--- config.mk ---
export PLATFORM = sky130hd
export DESIGN_NAME = mig_rst_seq
export DESIGN_NICKNAME = d
export VERILOG_FILES = /design/src/rtl/mig_rst_seq.sv
export SDC_FILE = /design/constraint.sdc
export NUM_CORES = 1
export LEC_CHECK = 0
export BUFFER_PORTS_ARGS = -buffer_cell sky130_fd_sc_hd__buf_2
export CELL_PAD_IN_SITES_DETAIL_PLACEMENT = 1
export CELL_PAD_IN_SITES_GLOBAL_PLACEMENT = 2
export CORE_MARGIN = 5
export CORE_UTILIZATION = 38
export DETAILED_ROUTE_END_ITERATION = 7
export GPL_TIMING_DRIVEN = 1
export PLACE_DENSITY_LB_ADDON = 0.2
export SLEW_MARGIN = 20
export SYNTH_ARGS = -nofsm -noshare
export SYNTH_HDL_FRONTEND = slang
export SYNTH_SLANG_ARGS = --single-unit
--- constraint.sdc ---
create_clock -name i_clk -period 2.8 [get_ports i_clk]
set_input_delay 0.28 -clock i_clk [delete_from_list [all_inputs] [get_ports i_clk]]
set_output_delay 0.28 -clock i_clk [all_outputs]
set_load 0.02 [all_outputs]
--- src/rtl/mig_rst_seq.sv ---
// ----------------------------------------------------------------------------
// mig_rst_seq
//
// Power-up clock/reset sequencer for the clk_100m domain.
//   1. Holds the Si5338 I2C config engine in reset until the system PLL locks.
//   2. Waits for the config engine to report done (or error/timeout).
//   3. Holds the MIG sys_rst low for SETTLE_CYCLES while the Si5338 clock settles.
//   4. Releases the MIG reset and waits for init_calib_complete.
// Config failures and calibration timeouts/losses trigger a retry. After
// MAX_RETRY failed attempts the block parks in a sticky FAULT state. A PLL
// lock loss restarts the whole sequence and is not counted as a failure.
//
// Ports
//   i_clk          100 MHz system clock
//   i_reset_n      synchronous, active-low reset
//   i_pll_locked   syspll locked (asynchronous, synchronised here)
//   i_cfg_done     Si5338 config complete (i_clk domain, level)
//   i_cfg_error    Si5338 I2C NACK/error (i_clk domain, level)
//   i_calib_done   MIG init_calib_complete (asynchronous, synchronised here)
//   o_cfg_reset    active-high reset to the Si5338 config engine
//   o_mig_rst_n    active-low MIG sys_rst
//   o_ready        clocks configured and DDR3 calibrated
//   o_fault        sticky: retries exhausted
//   o_retry_cnt    failed attempts since reset / PLL relock (saturates at 15)
//   o_state        FSM state, debug (IDLE=0 CFG=1 SETTLE=2 MIG_RUN=3
//                  READY=4 RETRY=5 FAULT=6)
//
// Handshakes: there are no valid/ready pairs here; all inputs are levels
// that are sampled every cycle, and all outputs are registered levels.
// ----------------------------------------------------------------------------
module mig_rst_seq #(
    parameter int unsigned SETTLE_CYCLES = 1_000_000,
    parameter int unsigned CFG_TIMEOUT   = 10_000_000,
    parameter int unsigned CALIB_TIMEOUT = 50_000_000,
    parameter int unsigned RST_PULSE     = 16,
    parameter int unsigned MAX_RETRY     = 3
) (
    input  logic       i_clk,
    input  logic       i_reset_n,
    input  logic       i_pll_locked,
    input  logic       i_cfg_done,
    input  logic       i_cfg_error,
    input  logic       i_calib_done,
    output logic       o_cfg_reset,
    output logic       o_mig_rst_n,
    output logic       o_ready,
    output logic       o_fault,
    output logic [3:0] o_retry_cnt,
    output logic [2:0] o_state
);

    // Timer is wide enough to reach the largest duration minus one.
    localparam int unsigned MAX_A  = (SETTLE_CYCLES > CFG_TIMEOUT) ? SETTLE_CYCLES : CFG_TIMEOUT;
    localparam int unsigned MAX_B  = (CALIB_TIMEOUT > RST_PULSE) ? CALIB_TIMEOUT : RST_PULSE;
    localparam int unsigned MAX_T  = (MAX_A > MAX_B) ? MAX_A : MAX_B;
    localparam int unsigned TW     = (MAX_T > 1) ? $clog2(MAX_T) : 1;

    localparam logic [TW-1:0] SETTLE_LAST = TW'(SETTLE_CYCLES - 1);
    localparam logic [TW-1:0] CFG_LAST    = TW'(CFG_TIMEOUT - 1);
    localparam logic [TW-1:0] CALIB_LAST  = TW'(CALIB_TIMEOUT - 1);
    localparam logic [TW-1:0] PULSE_LAST  = TW'(RST_PULSE - 1);
    localparam logic [3:0]    MAX_RETRY_C = 4'(MAX_RETRY);

    typedef enum logic [2:0] {
        S_IDLE    = 3'd0,
        S_CFG     = 3'd1,
        S_SETTLE  = 3'd2,
        S_MIG_RUN = 3'd3,
        S_READY   = 3'd4,
        S_RETRY   = 3'd5,
        S_FAULT   = 3'd6
    } state_t;

    state_t        r_state;
    state_t        w_next;
    logic [TW-1:0] r_timer;
    logic [3:0]    r_retry_cnt;
    logic [3:0]    w_retry_next;

    logic          r_lock_q1;
    logic          r_lock_s;
    logic          r_calib_q1;
    logic          r_calib_s;

    logic          r_cfg_reset;
    logic          r_mig_rst_n;
    logic          r_ready;
    logic          r_fault;
    logic          w_cfg_reset_next;
    logic          w_mig_rst_n_next;
    logic          w_ready_next;
    logic          w_fault_next;
    logic          w_lock_lost;

    // Lock loss restarts the sequence from any active state; IDLE is already
    // waiting for lock and FAULT only leaves on reset.
    assign w_lock_lost = !r_lock_s && (r_state != S_IDLE) && (r_state != S_FAULT);

    always_comb begin
        w_next       = r_state;
        w_retry_next = r_retry_cnt;

        if (w_lock_lost) begin
            w_next = S_IDLE;
        end else begin
            case (r_state)
                S_IDLE: begin
                    if (r_lock_s) w_next = S_CFG;
                end
                S_CFG: begin
                    // error wins over done, done wins over timeout
                    if (i_cfg_error)             w_next = S_RETRY;
                    else if (i_cfg_done)         w_next = S_SETTLE;
                    else if (r_timer == CFG_LAST) w_next = S_RETRY;
                end
                S_SETTLE: begin
                    if (i_cfg_error)                 w_next = S_RETRY;
                    else if (r_timer == SETTLE_LAST) w_next = S_MIG_RUN;
                end
                S_MIG_RUN: begin
                    if (r_calib_s)                  w_next = S_READY;
                    else if (r_timer == CALIB_LAST) w_next = S_RETRY;
                end
                S_READY: begin
                    if (!r_calib_s) w_next = S_RETRY;
                end
                S_RETRY: begin
                    // count was already bumped on entry; give up once it hits the limit
                    if (r_retry_cnt >= MAX_RETRY_C)  w_next = S_FAULT;
                    else if (r_timer == PULSE_LAST) w_next = S_CFG;
                end
                S_FAULT: begin
                    w_next = S_FAULT;
                end
                default: begin
                    w_next = S_IDLE;
                end
            endcase
        end

        if (w_lock_lost) begin
            w_retry_next = 4'd0;
        end else if ((w_next == S_RETRY) && (r_state != S_RETRY) && (r_retry_cnt != 4'hF)) begin
            w_retry_next = r_retry_cnt + 4'd1;
        end

        // Outputs are decoded from the next state so the registers line up
        // with r_state without an extra cycle of lag.
        w_cfg_reset_next = (w_next == S_IDLE) || (w_next == S_RETRY) || (w_next == S_FAULT);
        w_mig_rst_n_next = (w_next == S_MIG_RUN) || (w_next == S_READY);
        w_ready_next     = (w_next == S_READY);
        w_fault_next     = (w_next == S_FAULT);
    end

    always_ff @(posedge i_clk) begin
        if (!i_reset_n) begin
            r_state     <= S_IDLE;
            r_timer     <= '0;
            r_retry_cnt <= 4'd0;
            r_lock_q1   <= 1'b0;
            r_lock_s    <= 1'b0;
            r_calib_q1  <= 1'b0;
            r_calib_s   <= 1'b0;
            r_cfg_reset <= 1'b1;
            r_mig_rst_n <= 1'b0;
            r_ready     <= 1'b0;
            r_fault     <= 1'b0;
        end else begin
            r_lock_q1   <= i_pll_locked;
            r_lock_s    <= r_lock_q1;
            r_calib_q1  <= i_calib_done;
            r_calib_s   <= r_calib_q1;
            r_state     <= w_next;
            r_retry_cnt <= w_retry_next;
            // cleared on every state change; saturates in the untimed states
            if (w_next != r_state) begin
                r_timer <= '0;
            end else if (r_timer != {TW{1'b1}}) begin
                r_timer <= r_timer + TW'(1);
            end
            r_cfg_reset <= w_cfg_reset_next;
            r_mig_rst_n <= w_mig_rst_n_next;
            r_ready     <= w_ready_next;
            r_fault     <= w_fault_next;
        end
    end

    assign o_cfg_reset = r_cfg_reset;
    assign o_mig_rst_n = r_mig_rst_n;
    assign o_ready     = r_ready;
    assign o_fault     = r_fault;
    assign o_retry_cnt = r_retry_cnt;
    assign o_state     = r_state;

endmodule
==> flow_summary_export.csv <==
group,metric,value,unit
place,io_buffers,16,
floorplan,start_util,39.07,%
layout,drive_gt1_share,24.03,%
synth,netlist.area_leader.share,32.90,%
cts,root_buffer,"clkbuf_8",
detailed_routing,ant_nets,0,
power_and_ir_drop,power.total,1.409,mW
global_routing,grt_pass1_vias,2336,
detailed_routing,vias_per_cell,6.018,
run_status,status,"complete, no violations",
floorplan,die_h,91.03,µm
run,cap_violations,0,
power_and_ir_drop,p_per_area,488.2,nW/µm²
layout,largest_register,"r_timer",
global_routing,antenna_found_initial,0,
cts,ctsHtreeMaxLevel,2,
worst_setup_path,startpoint,"o_retry_cnt[0]",
synth,synth-seq-cells,41,
floorplan,die_area,8286,µm²
global_routing,grt_pass1_wl,12.36,mm
timing,rsz0062_at_grt,"false",
worst_setup_path,arrival,2.80,ns
place,hpwlAfterDp,5.307,mm
synth,avgSynthCellArea,9.039,µm²
timing,slew_headroom,57.40,%
cts,cts_hold_buf,0,
floorplan,core,6386,µm²
timing,worst_slew_pin_slew,0.6332,ns
timing,finalCritPeriodShare,92.83,%
detailed_routing,routed_wl,7.233,mm
worst_setup_path,critPathKind,"flop to flop",
synth,synthDistinctLibCells,49,
layout,instances_no_fill,385,
worst_setup_path,crit_end,"r_timer[15]",
cts,clock_path_buffers,2,
detailed_routing,drt_iter0_markers,119,
synth,yosys-top-cells-area,"dfxtp_1 33%, nor4b_2 11%, xnor2_1 5.3%, nand4_1 4.0%, nand3_1 2.8%",
timing,clock_skew,0.01040,ns
timing,hold_viol,0,
worst_setup_path,r2r_cells,7,
synth,yosys_warnings,0,
synth,synth-seq-area-share,32.90,%
layout,largest_register_ffs,26,
synth,syn_nets,284,
global_routing,grt_overflow,0,
floorplan,rows,29,
worst_setup_path,regToRegSetupSlack,0.20,ns
cts,clock_latency,0.30,ns
worst_setup_path,path_max_fanout,26,
worst_setup_path,worstPathRequired,3.00,ns
layout,num_antenna_cells,0,
cts,clk_pin_slew,0.08,ns
power_and_ir_drop,p_leak,1.022,nW
floorplan,die_w,91.03,µm
synth,netlist_instances,276,
worst_setup_path,r2r-start,"o_retry_cnt[0]",
place,dp.cells,377,
worst_setup_path,r2r_end,"r_timer[15]",
worst_setup_path,endpoint_kind,"flop",
worst_setup_path,startpoint_type,"flop",
floorplan,io_pins,17,
detailed_routing,drc,0,
cts,cts_tree,"done",
layout,area_growth,15.65,%
detailed_routing,vias,2317,
synth,synth_top_area_cell,"dfxtp_1",
timing,finalCriticalPeriod,2.599,ns
detailed_routing,wl_per_cell,18.79,µm
cts,cts_buffers,5,
global_routing,grt_max_degree,27,
power_and_ir_drop,ir_drop,216.0,µV
layout,final_nets,315,
global_routing,grtUsageTotal,18.09,%
timing,setup_viol,0,
cts,cts_sinks,41,
timing,max_freq,384.7,MHz
timing,setup-tns-final,0,ns
synth,syn-cell-area,2495,µm²
timing,maxSlewViolCount,0,
worst_hold_path,hp-class,"primary input to flop",
place,place_congestion,0.8413,
detailed_routing,drt_first_pass_iters,4,
==> cell usage after synthesis (all sizes together) <==
cell type and instances:
a2111oi 2, a211oi 1, a21oi 5, a221o 1
a221oi 1, a31oi 2, a32oi 1, a41o 1
a41oi 1, and2 6, and3 8, and4b 3
buf 3, clkbuf 9, dfxtp 41, ha 2
inv 8, mux2 2, mux2i 4, mux4 1
nand2 16, nand2b 4, nand3 14, nand4 16
nand4b 3, nor2 17, nor2b 2, nor3 13
nor3b 3, nor4 7, nor4b 27, o211ai 1
o21ai 11, o221a 2, o22ai 2, o311a 1
o32ai 1, or2 3, or3 4, or4 4
xnor2 15, xor2 8
==> how the worst min path moves through the flow <==
stage | start | to | slack (ns) | cells after the start
final | i_calib_done | r_calib_q1 | 0.19 | 2
after floorplan | i_calib_done | r_calib_q1 | 0.41 | 1
after CTS | i_calib_done | r_calib_q1 | 0.18 | 2
after global placement | r_lock_q1 | r_lock_s | 0.42 | 1
after global routing | i_calib_done | r_calib_q1 | 0.18 | 2
after detailed placement | r_calib_q1 | r_calib_s | 0.42 | 1
==> layer usage <==
layer | up-vias | share of wire, % | GRT usage, %
li1 | 1119 | - | -
met4 | 0 | 0.87 | 4.034
met2 | 41 | 46 | 28.67
met3 | 7 | 3.5 | 2.975
met1 | 1150 | 50 | 25.78
met5 | - | 0 | 0
==> critical path: stages, from the launching register on <==
cell and delay (ns):
dfxtp_1 0.35, ha_1 0.28, nor4b_1 0.32, o21ai_0 0.16, mux2_2 0.30, and2_4 0.16, a221o_4 0.56, nor4b_1 0.34
==> through the flow <==
stage / utilization, % / worst slack (ns) / hold WS, ns / area [µm²]
global placement: 43.20 / 0.2338 / 0.4161 / 2759
CTS: 45.02 / 0.01607 / 0.1813 / 2875
global route: 45.18 / 0.03467 / 0.1826 / 2885
floorplan: - / 0.4775 / 0.4073 / 2495
finish: 45.18 / 0.2009 / 0.1919 / 2885
detailed placement: 43.20 / 0.08450 / 0.4199 / 2759
==> where the power goes <==
| part | switching, mW | internal [mW] | leakage, nW | total, mW |
|---|---|---|---|---|
| Sequential | 0.0131 | 0.601 | 0.332 | 0.615 |
| Clock | 0.210 | 0.291 | 0.0585 | 0.500 |
| Combinational | 0.174 | 0.120 | 0.631 | 0.294 |
| Total | 0.397 | 1.01 | 1.02 | 1.41 |
==> layout make-up <==
type,instances,area [µm²]
well taps,77,96.34
multi-input cells,215,1592
clock inverters,1,30.03
repair buffers,36,230.2
flip-flops and latches,41,820.8
inverters,8,30.03
fillers,759,3501
clock buffers,7,86.33
==> placed cells by master, fill, tap and decap left out, types with 3 or more instances in the layout <==
cell type | Yosys | layout
nor4b_1 | 8 | 8
and3_1 | 8 | 8
or3_1 | 4 | 4
nor4_1 | 7 | 7
nand2b_1 | 4 | 4
and2_1 | 5 | 5
inv_1 | 7 | 7
mux2i_1 | 4 | 4
nand4b_1 | 3 | 3
nand2_1 | 16 | 16
xor2_1 | 8 | 8
nand4_1 | 16 | 16
o21ai_0 | 10 | 10
buf_4 | 0 | 20
xnor2_1 | 15 | 15
or2_2 | 3 | 3
nor3b_1 | 3 | 3
or4_1 | 4 | 4
clkbuf_8 | 0 | 6
nor4b_2 | 19 | 19
nor2_1 | 17 | 17
and4b_1 | 3 | 3
a21oi_1 | 5 | 5
nand3_1 | 14 | 14
dfxtp_1 | 41 | 41
buf_2 | 1 | 16
nor3_1 | 12 | 12
==> cells by family after synthesis <==
family,synth area share [%]
flip-flops,32.90
adder cells (fa/ha/maj),1.003
AO/OA/AOI/OAI,9.077
multiplexers,3.410
XOR/XNOR,8.074
buffers and inverters,3.711
AND/OR/NAND/NOR,41.83
==> what timing repair did <==
item | 4_1_cts | 5_1_grt
endpoints found under the setup margin | 0 | 20
setup buffers | 0 | 0
resized for setup | 0 | 1
Power figures use the tool's default switching activity.
